### src/rtl/device_arb_pkg.sv
// rtl/device_arb_pkg.sv - shared types and widths for the two-cluster device arbiter
package device_arb_pkg;

    localparam int ADDR_W    = 10;
    localparam int DATA_W    = 16;
    localparam int MAX_CORES = 16;
    localparam int CORE_W    = $clog2(MAX_CORES);

    typedef enum logic [1:0] {
        IDLE    = 2'd0,
        ISSUE   = 2'd1,
        WAIT_RD = 2'd2
    } arb_state_t;

    typedef struct packed {
        logic              we;
        logic [ADDR_W-1:0] addr;
        logic [DATA_W-1:0] wdata;
        logic [CORE_W-1:0] core_id;
    } req_entry_t;

    localparam int ENTRY_W = $bits(req_entry_t);

endpackage

### src/rtl/req_fifo.sv
// rtl/req_fifo.sv - per-cluster request queue; a push into a full queue is kept only if a pop frees a slot that cycle
module req_fifo
    import device_arb_pkg::*;
#(
    parameter int DEPTH = 4
) (
    input  logic               clk,
    input  logic               reset,
    input  logic               i_push,
    input  logic [ENTRY_W-1:0] i_entry,
    input  logic               i_pop,
    output logic [ENTRY_W-1:0] o_head,
    output logic               o_empty,
    output logic               o_drop
);

    localparam int AW = $clog2(DEPTH);

    logic [ENTRY_W-1:0] r_mem [DEPTH];
    logic [AW-1:0]      r_wr_ptr;
    logic [AW-1:0]      r_rd_ptr;
    logic [AW:0]        r_count;
    logic               w_full;
    logic               w_pop;
    logic               w_push;

    assign w_full  = (r_count == (AW+1)'(DEPTH));
    assign o_empty = (r_count == '0);
    assign w_pop   = i_pop && !o_empty;
    assign w_push  = i_push && (!w_full || w_pop);
    assign o_drop  = i_push && w_full && !w_pop;
    assign o_head  = r_mem[r_rd_ptr];

    // Pointers are AW bits wide, so wrap-around at DEPTH is implicit.
    always_ff @(posedge clk or negedge reset) begin
        if (!reset) begin
            r_wr_ptr <= '0;
            r_rd_ptr <= '0;
            r_count  <= '0;
        end else begin
            if (w_push) r_wr_ptr <= r_wr_ptr + 1'b1;
            if (w_pop)  r_rd_ptr <= r_rd_ptr + 1'b1;
            case ({w_push, w_pop})
                2'b10:   r_count <= r_count + 1'b1;
                2'b01:   r_count <= r_count - 1'b1;
                default: r_count <= r_count;
            endcase
        end
    end

    always_ff @(posedge clk) begin
        if (w_push) r_mem[r_wr_ptr] <= i_entry;
    end

endmodule

### src/rtl/device_arbiter.sv
// rtl/device_arbiter.sv - round-robin arbiter of two cluster request queues onto one device port, one read in flight
module device_arbiter
    import device_arb_pkg::*;
#(
    parameter int NUM_CORES  = 16,
    parameter int FIFO_DEPTH = 4,
    parameter int CW         = $clog2(NUM_CORES)
) (
    input  logic              clk,
    input  logic              reset,
    input  logic              c1_write_en,
    input  logic              c1_read_en,
    input  logic [ADDR_W-1:0] c1_addr,
    input  logic [DATA_W-1:0] c1_wdata,
    input  logic [CW-1:0]     c1_core_id,
    output logic [DATA_W-1:0] c1_rdata,
    output logic              c1_rvalid,
    output logic [CW-1:0]     c1_rcore_id,
    output logic              c1_overflow,
    input  logic              c2_write_en,
    input  logic              c2_read_en,
    input  logic [ADDR_W-1:0] c2_addr,
    input  logic [DATA_W-1:0] c2_wdata,
    input  logic [CW-1:0]     c2_core_id,
    output logic [DATA_W-1:0] c2_rdata,
    output logic              c2_rvalid,
    output logic [CW-1:0]     c2_rcore_id,
    output logic              c2_overflow,
    output logic              dev_req_valid,
    input  logic              dev_req_ready,
    output logic              dev_we,
    output logic [ADDR_W-1:0] dev_addr,
    output logic [DATA_W-1:0] dev_wdata,
    output logic              dev_src,
    output logic [CW-1:0]     dev_core_id,
    input  logic              dev_rvalid,
    input  logic [DATA_W-1:0] dev_rdata
);

    arb_state_t  r_state, w_next_state;
    req_entry_t  w_c1_entry, w_c2_entry, w_c1_head, w_c2_head, w_sel_head;
    logic        w_c1_empty, w_c2_empty, w_c1_drop, w_c2_drop;
    logic        w_load, w_sel, w_pop1, w_pop2, w_rd_done;
    logic        r_grant, r_last_grant;
    logic        r_dev_we;
    logic [ADDR_W-1:0] r_dev_addr;
    logic [DATA_W-1:0] r_dev_wdata;
    logic [CW-1:0]     r_dev_core_id;
    logic [DATA_W-1:0] r_c1_rdata, r_c2_rdata;
    logic [CW-1:0]     r_c1_rcore_id, r_c2_rcore_id;
    logic              r_c1_rvalid, r_c2_rvalid, r_c1_overflow, r_c2_overflow;

    // When write and read strobe together, we=1 makes the write win and the read vanish.
    assign w_c1_entry = '{we: c1_write_en, addr: c1_addr, wdata: c1_wdata, core_id: CORE_W'(c1_core_id)};
    assign w_c2_entry = '{we: c2_write_en, addr: c2_addr, wdata: c2_wdata, core_id: CORE_W'(c2_core_id)};

    req_fifo #(.DEPTH(FIFO_DEPTH)) u_c1_fifo (
        .clk     (clk),
        .reset   (reset),
        .i_push  (c1_write_en | c1_read_en),
        .i_entry (w_c1_entry),
        .i_pop   (w_pop1),
        .o_head  (w_c1_head),
        .o_empty (w_c1_empty),
        .o_drop  (w_c1_drop)
    );

    req_fifo #(.DEPTH(FIFO_DEPTH)) u_c2_fifo (
        .clk     (clk),
        .reset   (reset),
        .i_push  (c2_write_en | c2_read_en),
        .i_entry (w_c2_entry),
        .i_pop   (w_pop2),
        .o_head  (w_c2_head),
        .o_empty (w_c2_empty),
        .o_drop  (w_c2_drop)
    );

    always_ff @(posedge clk or negedge reset) begin
        if (!reset) r_state <= IDLE;
        else        r_state <= w_next_state;
    end

    always_comb begin
        w_next_state = r_state;
        w_load       = 1'b0;
        w_sel        = r_grant;
        w_pop1       = 1'b0;
        w_pop2       = 1'b0;
        w_rd_done    = 1'b0;
        case (r_state)
            IDLE: begin
                if (!w_c1_empty || !w_c2_empty) begin
                    w_load       = 1'b1;
                    // On a tie the port that did not win last time goes next.
                    w_sel        = (!w_c1_empty && !w_c2_empty) ? !r_last_grant : !w_c2_empty;
                    w_next_state = ISSUE;
                end
            end
            ISSUE: begin
                if (dev_req_ready) begin
                    w_pop1       = !r_grant;
                    w_pop2       = r_grant;
                    w_next_state = r_dev_we ? IDLE : WAIT_RD;
                end
            end
            WAIT_RD: begin
                if (dev_rvalid) begin
                    w_rd_done    = 1'b1;
                    w_next_state = IDLE;
                end
            end
            default: w_next_state = IDLE;
        endcase
    end

    assign w_sel_head = w_sel ? w_c2_head : w_c1_head;

    always_ff @(posedge clk or negedge reset) begin
        if (!reset) begin
            r_grant       <= 1'b0;
            r_last_grant  <= 1'b1;
            r_dev_we      <= 1'b0;
            r_dev_addr    <= '0;
            r_dev_wdata   <= '0;
            r_dev_core_id <= '0;
            r_c1_rdata    <= '0;
            r_c2_rdata    <= '0;
            r_c1_rcore_id <= '0;
            r_c2_rcore_id <= '0;
            r_c1_rvalid   <= 1'b0;
            r_c2_rvalid   <= 1'b0;
            r_c1_overflow <= 1'b0;
            r_c2_overflow <= 1'b0;
        end else begin
            if (w_load) begin
                r_grant       <= w_sel;
                r_dev_we      <= w_sel_head.we;
                r_dev_addr    <= w_sel_head.addr;
                r_dev_wdata   <= w_sel_head.wdata;
                r_dev_core_id <= CW'(w_sel_head.core_id);
            end
            if (w_pop1 || w_pop2) r_last_grant <= r_grant;
            r_c1_rvalid <= w_rd_done && !r_grant;
            r_c2_rvalid <= w_rd_done && r_grant;
            if (w_rd_done && !r_grant) begin
                r_c1_rdata    <= dev_rdata;
                r_c1_rcore_id <= r_dev_core_id;
            end
            if (w_rd_done && r_grant) begin
                r_c2_rdata    <= dev_rdata;
                r_c2_rcore_id <= r_dev_core_id;
            end
            r_c1_overflow <= r_c1_overflow | w_c1_drop;
            r_c2_overflow <= r_c2_overflow | w_c2_drop;
        end
    end

    assign dev_req_valid = (r_state == ISSUE);
    assign dev_we        = r_dev_we;
    assign dev_addr      = r_dev_addr;
    assign dev_wdata     = r_dev_wdata;
    assign dev_src       = r_grant;
    assign dev_core_id   = r_dev_core_id;
    assign c1_rdata      = r_c1_rdata;
    assign c2_rdata      = r_c2_rdata;
    assign c1_rcore_id   = r_c1_rcore_id;
    assign c2_rcore_id   = r_c2_rcore_id;
    assign c1_rvalid     = r_c1_rvalid;
    assign c2_rvalid     = r_c2_rvalid;
    assign c1_overflow   = r_c1_overflow;
    assign c2_overflow   = r_c2_overflow;

endmodule

### config.mk
export PLATFORM = sky130hd
export DESIGN_NAME = device_arbiter
export DESIGN_NICKNAME = d
export VERILOG_FILES = /design/src/rtl/device_arb_pkg.sv /design/src/rtl/req_fifo.sv /design/src/rtl/device_arbiter.sv
export SDC_FILE = /design/constraint.sdc
export NUM_CORES = 1
export LEC_CHECK = 0
export ABC_AREA = 1
export CAP_MARGIN = 25
export CORE_MARGIN = 8
export CORE_UTILIZATION = 56
export DETAILED_ROUTE_END_ITERATION = 6
export GPL_TIMING_DRIVEN = 0
export HOLD_SLACK_MARGIN = 0.05
export PLACE_DENSITY = 0.89
export SLEW_MARGIN = 25
export SYNTH_ARGS = -nofsm -noshare
export SYNTH_HDL_FRONTEND = slang
export SYNTH_SLANG_ARGS = --single-unit
### constraint.sdc
create_clock -name clk -period 3.75 [get_ports clk]
set_clock_uncertainty 0.2 [all_clocks]
set_input_delay 0.9375 -clock clk [delete_from_list [all_inputs] [get_ports clk]]
set_output_delay 0.9375 -clock clk [all_outputs]
set_load 0.03 [all_outputs]
==> metrics <==
status=completed; max cap viols=0; multi-input combinational cell area=3382 um^2; routability cong.=0.8635; cells after synthesis=1209; area occupied by registers=9776 um^2; VDD IR max=0.5766 mV; Worst Path Max Fanout=8; worst setup margin=between 0.6 and 0.7 ns; Total GRT Usage=between 20% and 30%; fin crit period=around 3.1 ns; Worst EP arrival=3.33 ns; CP max stage delay=just over 0.5 ns; H-tree depth=2; layout cells sized above 1=8.826%; Max transition margin=50.98%; Die Y=171.8 um; # hold bufs at CTS=0; Primary FF master, synth=edfxtp_1; Area Growth Syn to Fin=24.40%; nets=around 1500; total power=15.67 mW; static leakage=6.911 nW; CTS Sinks=between 300 and 400; CTS Buf Count=34; first-iteration detailed-routing DRC count=roughly 1100; Root Driver=clkbuf_16; IO Port Bufs=160; post-route ant nets=0; CP bufs+invs=2; crit-path leading delay family=adder cells; FF-to-FF setup slack=1.02 ns; Mapped Nets=around 1300; core area=approximately 24000 um^2; Critical Path, Cell by Cell=clkdlybuf4s50_1 > inv_1 > nor2_1 > nand2_1 > nand3_1 > o21ai_2 > ha_1 > fa_1 > a21oi_1 > o21ai_0 > xnor2_1; final std cells w/o fill=~1800; Worst Reg-to-Reg Cells=10; ant diodes=0; Startpoint Class=input port; DP Worst Slack=0.1077 ns; Via density=approximately 5.5; # DRC=0; most common cell after layout, fill and taps aside=nand2_1; final core occ=between 70 and 80%; power density over the cells=926.8 nW/um^2; crit share post-route=83.61%; most frequent cells in the layout=494 x nand2_1, 248 x edfxtp_1, 159 x clkdlybuf4s50_1, 95 x a21oi_1, 92 x dfrtp_1; RSZ-0062 raised after global routing=false; vias=9725; total setup buffers inserted after CTS=0; DR WL/cell=roughly 20 um; DP Area=around 16000 um^2; Crit path required time=between 3 and 4 ns; Post-DP HPWL=23570 um; CTS tree=built; Die X=171.8 um; starting density of the core=56.38%; Post-Route WL=34460 um; total congestion overflow=0; synthesis-stage register bit count=341; dpl cells=between 1500 and 2000; Min-Delay Path Class=input port to async pin; post-cts sizing count=0; largest net degree at the start of global routing=50; # fillers=1619; final setup violation count=0; fmax=318.9 MHz; WS Path Type=input port to register; Worst-Margin Slew=0.7353 ns; fin area=16910 um^2; # IOs=161; YS warnings=0; post-synthesis async set-or-reset flop share=27.27%; die footprint=29510 um^2; CTS Buffer Depth=3; number of flops mapped to enable cells by yosys=248; RR Endpoint=u_c1_fifo.r_count[2]$_DFFE_PN0P_; clock transition at the registers of the reported paths=around 0.060 ns; Synth cell types=28; worst-skew pair later-pin latency=0.51 ns; FF-to-FF Start=dev_src$_DFFE_PN0P_; wire length of the first global-routing pass=52960 um; length of the first detailed-routing pass in iterations=5; CP Capture Type=register; initial antenna violation count=0; sequential fraction of the synthesis area=a little over 70%; cell row count=57; Final Hold Viols=0; max-slew violation count=0; number of global-route vias before repair=9961; post-synthesis cell area=~14000 um^2; average size of a mapped cell=between 10 and 15 um^2; critical path's slowest cell=clkdlybuf4s50_1
-- worst reg2reg max path: stages (launching register included) --
cell and delay, ns:
dfrtp_1 0.51, inv_1 0.10, nand2_1 0.15, nand3_1 0.16
o21ai_2 0.31, ha_1 0.25, inv_1 0.07, fa_1 0.44
a21oi_1 0.15, o21ai_0 0.11, xor2_1 0.16
-- final cells by class --
type,count,share of cell area (%)
Inverter,53,1.177
Timing Repair Buffer,169,10.81
Sequential cell,341,57.81
Buffer,60,1.746
Clock buffer,54,5.824
Clock inverter,7,0.2294
Tap cell,324,2.398
Multi-Input combinational cell,755,20.00
-- registers in the layout, summed over array words and instances, names as in the netlist --
name and count:
r_state 2, u_c2_fifo.r_mem 124, u_c2_fifo.r_wr_ptr 2, c1_overflow 1, u_c1_fifo.r_rd_ptr 2, u_c2_fifo.r_rd_ptr 2
dev_wdata 16, c2_rcore_id 4, u_c1_fifo.r_mem 124, dev_addr 10, u_c1_fifo.r_wr_ptr 2, c2_overflow 1
u_c2_fifo.r_count 3, c2_rdata 16, c2_rvalid 1, u_c1_fifo.r_count 3, dev_src 1, c1_rcore_id 4
dev_core_id 4, c1_rdata 16, r_last_grant 1, c1_rvalid 1, dev_we 1
-- cells in the mapped netlist, types with 4 or more instances --
master / count / area share (%)
a21oi_1: 95 / 3.5
buf_2: 35 / 1.3
clkbuf_1: 19 / 0.52
dfrtp_1: 92 / 17
edfxtp_1: 248 / 55
ha_1: 10 / 0.92
inv_1: 43 / 1.2
inv_2: 10 / 0.28
nand2_1: 494 / 14
nand2_2: 4 / 0.18
nand3_1: 65 / 2.4
nor2_1: 22 / 0.61
o21ai_0: 14 / 0.52
o21ai_1: 31 / 1.1
-- worst max-delay path by stage --
stage	to	depth (start not counted)	from	slack [ns]
2_1_floorplan	u_c2_fifo.r_mem[0][0]$_DFFE_PP_	6	dev_req_ready	0.33
3_3_place_gp	dev_wdata[10]$_DFFE_PN0P_	1	reset	-1.80
3_5_place_dp	u_c2_fifo.r_count[2]$_DFFE_PN0P_	11	dev_req_ready	0.11
4_1_cts	u_c2_fifo.r_count[2]$_DFFE_PN0P_	11	dev_req_ready	0.64
5_1_grt	u_c2_fifo.r_count[2]$_DFFE_PN0P_	11	dev_req_ready	0.42
6_report	u_c2_fifo.r_count[2]$_DFFE_PN0P_	11	dev_req_ready	0.61
-- per-layer routing --
| layer | GRT usage, % | share of wire [%] |
|---|---|---|
| met2 | 40.19 | 50 |
| met4 | 10.01 | 3.4 |
| met5 | 0 | 0 |
| met1 | 28.50 | 37 |
| met3 | 4.682 | 9.6 |
-- report_power, final --
group          internal, mW  total (mW)  switching (mW)
Sequential             5.43        5.98           0.548
Combinational          2.19        6.53            4.34
Clock                  1.81        3.16            1.36
-- per-stage QoR --
stage / hold slack (ns) / TNS (ns)
4_1_cts: 0.1601 / 0
6_report: 0.1567 / 0
3_5_place_dp: 0.2661 / 0
5_1_grt: 0.1852 / 0
3_3_place_gp: 0.2566 / -458.35
2_1_floorplan: 0.2422 / 0
-- kinds of logic after synthesis --
logic type,count (synthesis),share of synthesized area (%)
AO/OA/AOI/OAI,145,5.459
XOR/XNOR,6,0.3867
adder cells (fa/ha/maj),12,1.215
buffers and inverters,113,3.636
flip-flops,341,71.92
AND/OR/NAND/NOR,592,17.38
Note: power is estimated with default switching activity, not from simulation.
==> variant, RTL diff (config.mk and constraints unchanged) <==
Change the package constant `MAX_CORES` from 16 to 8.
--- a/src/rtl/device_arb_pkg.sv
+++ b/src/rtl/device_arb_pkg.sv
@@ -3,7 +3,7 @@
 
     localparam int ADDR_W    = 10;
     localparam int DATA_W    = 16;
-    localparam int MAX_CORES = 16;
+    localparam int MAX_CORES = 8;
     localparam int CORE_W    = $clog2(MAX_CORES);
 
     typedef enum logic [1:0] {
Formal check against the unedited RTL: not equivalent (a bounded check fails within 4 cycles, from zero or initial values and one cycle with reset low).
==> variant against the unedited design <==
Global-route usage increased by 0.14 points; routed wire length shrank 0.60%; fmax is 0.68% higher; largest power group unchanged; count of clock-buffer cells in the layout down 5; sequential cell count fell by 11; critical path type unchanged; cell area decreased by 2.4%; total power down 1.6%; setup slack improved by 0.021 ns; non-clock buffer count decreased by 4; synthesized area fell by 3.1%.
==> variant: results (changes against the unedited design) <==
Worst setup path
The arrival time reported for the critical path endpoint came to 3.30 ns (was 3.33 ns). The setup slack on the worst flop-to-flop path is 1.00 ns (was 1.02 ns). The worst-path cell with the longest stage delay was sky130_fd_sc_hd__fa_1 (was sky130_fd_sc_hd__clkdlybuf4s50_1). The delay of the slowest cell on the worst path is 0.43 ns (was 0.51 ns). The cell count of the worst reg-to-reg path was 11 (was 10).

Detailed routing
The wire length the detailed router placed on met1 is 12.5 mm (was 12.7 mm). The routed length on met3 was 3.32 mm (about the same). The via density per instance was 5.60 (was 5.52). The detailed router's first-iteration violation count is 1023 (was 1091). The number of search-and-repair iterations in the first detailed-routing pass is 5 (unchanged).

The wire length per cell is 20.0 µm (was 19.5 µm). The met2 wire length is 17.0 mm (was 17.2 mm).

Pwr
The maximum resistive drop on vdd came to 686 µV (was 577 µV). The static power due to leakage is 0.00664 µW (was 0.00691 µW).

Timing
The headroom to the max-slew limit is 0.560 (was 0.510).

Layout
Regs by FF count: u_c1_fifo.r_mem x120, u_c2_fifo.r_mem x120 (was u_c1_fifo.r_mem x124, u_c2_fifo.r_mem x124). The layout net count is 1460 (was 1510). The share of post-route cells with drive strength above 1 is 0.0813 (was 0.0883).

Global route
The largest net degree at the start of global routing is 54 (was 50). The via count of the first global-routing pass was 9917 (was 9961). The initial antenna violation count is 1 (was 0). The total routing resource utilization after global routing came to 0.235 (was 0.234).

Yosys
Commonest cells post-synth: 331 x sky130_fd_sc_hd__nand2_1, 240 x sky130_fd_sc_hd__edfxtp_1, 93 x sky130_fd_sc_hd__nor2_1 (was 494 x sky130_fd_sc_hd__nand2_1, 248 x sky130_fd_sc_hd__edfxtp_1, 95 x sky130_fd_sc_hd__a21oi_1). Most area-consuming cells after synthesis: sky130_fd_sc_hd__edfxtp_1 55%, sky130_fd_sc_hd__dfrtp_1 17%, sky130_fd_sc_hd__nand2_1 9.4%, sky130_fd_sc_hd__nor2_1 2.7%, sky130_fd_sc_hd__nand3_1 2.4% (was sky130_fd_sc_hd__edfxtp_1 55%, sky130_fd_sc_hd__dfrtp_1 17%, sky130_fd_sc_hd__nand2_1 14%, sky130_fd_sc_hd__a21oi_1 3.5%, sky130_fd_sc_hd__nand3_1 2.4%). The most frequently used flop master after synthesis is sky130_fd_sc_hd__edfxtp_1 (unchanged). The sequential share of the synthesized area came to 0.719 (about the same). The number of distinct library cells after synthesis is 31 (was 28).

Place
The placed standard-cell area came to 15400 µm² (was 15900 µm²). The number of I/O port buffers was 155 (was 160). The final weighted congestion in routability-driven placement is 0.822 (was 0.864). The final HPWL from detailed placement came to 22.6 mm (was 23.6 mm).

Outcome
Status: finished, final reports clean (unchanged).

Clock network
At the later pin of the worst-skew pair, clock insertion delay measures 0.52 ns.
==> variant: cell types whose count changed after synthesis, moves of 8 or more <==
| cell | before | now |
|---|---|---|
| sky130_fd_sc_hd__nand2_1 | 494 | 331 |
| sky130_fd_sc_hd__nor2_1 | 22 | 93 |
| sky130_fd_sc_hd__a21oi_1 | 95 | 30 |
| sky130_fd_sc_hd__o21ai_0 | 14 | 64 |
| sky130_fd_sc_hd__inv_1 | 43 | 78 |
| sky130_fd_sc_hd__o22ai_1 | 0 | 28 |
| sky130_fd_sc_hd__buf_2 | 35 | 24 |
| sky130_fd_sc_hd__clkbuf_1 | 19 | 30 |
| sky130_fd_sc_hd__o21ai_1 | 31 | 41 |
| sky130_fd_sc_hd__edfxtp_1 | 248 | 240 |
==> variant: power breakdown <==
group	internal, µW	leakage (µW)	total [µW]	switching (µW)
Clock	1910	0.000517	3280	1360
Combinational	2100	0.00279	6370	4260
Sequential	5260	0.00334	5780	525
==> variant: logic make-up after synthesis <==
logic type                 synth area share
and+or+nand+nor                       0.151
buffers and inverters                0.0470
xor gates and xnor gates            0.00466
AOI/OAI and AO/OA                    0.0671
adders and majority gates            0.0116
other                              0.000285
DFF                                   0.719
==> variant: worst min-delay path by stage <==
| stage | startpoint | to | slack (ns) | cells after the start |
|---|---|---|---|---|
| after floorplan | u_c1_fifo.r_count[0] | u_c1_fifo.r_count[0] | 0.26 | 1 |
| after global placement | c2_overflow | c2_overflow | 0.26 | 1 |
| after detailed placement | dev_addr[9] | dev_addr[9] | 0.27 | 2 |
| after CTS | reset | u_c1_fifo.r_count[0] | 0.12 | 1 |
| after global routing | reset | c1_rdata[2] | 0.14 | 1 |
| final | reset | c1_rdata[15] | 0.13 | 1 |
==> variant: layout make-up <==
cell class	instances	area, µm²
Fill cell	1511	6760
Buffer	61	285
Tap cell	319	399
Antenna cell	1	2.50
Sequential cell	330	9460
Clock buffer	49	948
Clock inverter	12	129
Timing Repair Buffer	164	1790
Inverter	89	334
Multi-Input combinational cell	685	3150
==> variant: routing by layer <==
metal,global-route usage,vias up
met5,0,-
met2,0.404,568
li1,-,4316
met4,0.123,0
met1,0.280,4592
met3,0.0430,97
==> variant: metrics by stage <==
| stage | setup slack [ns] | power, µW | std cells | hold WS [ns] |
|---|---|---|---|---|
| after floorplan | 0.370 | 9450 | 1165 | 0.262 |
| after global placement | -1.71 | 11500 | 1639 | 0.264 |
| after detailed placement | 0.111 | 12000 | 1648 | 0.270 |
| after CTS | 0.648 | 15400 | 1709 | 0.119 |
| after global routing | 0.510 | 16200 | 1710 | 0.143 |
| final | 0.636 | 15400 | 1710 | 0.126 |
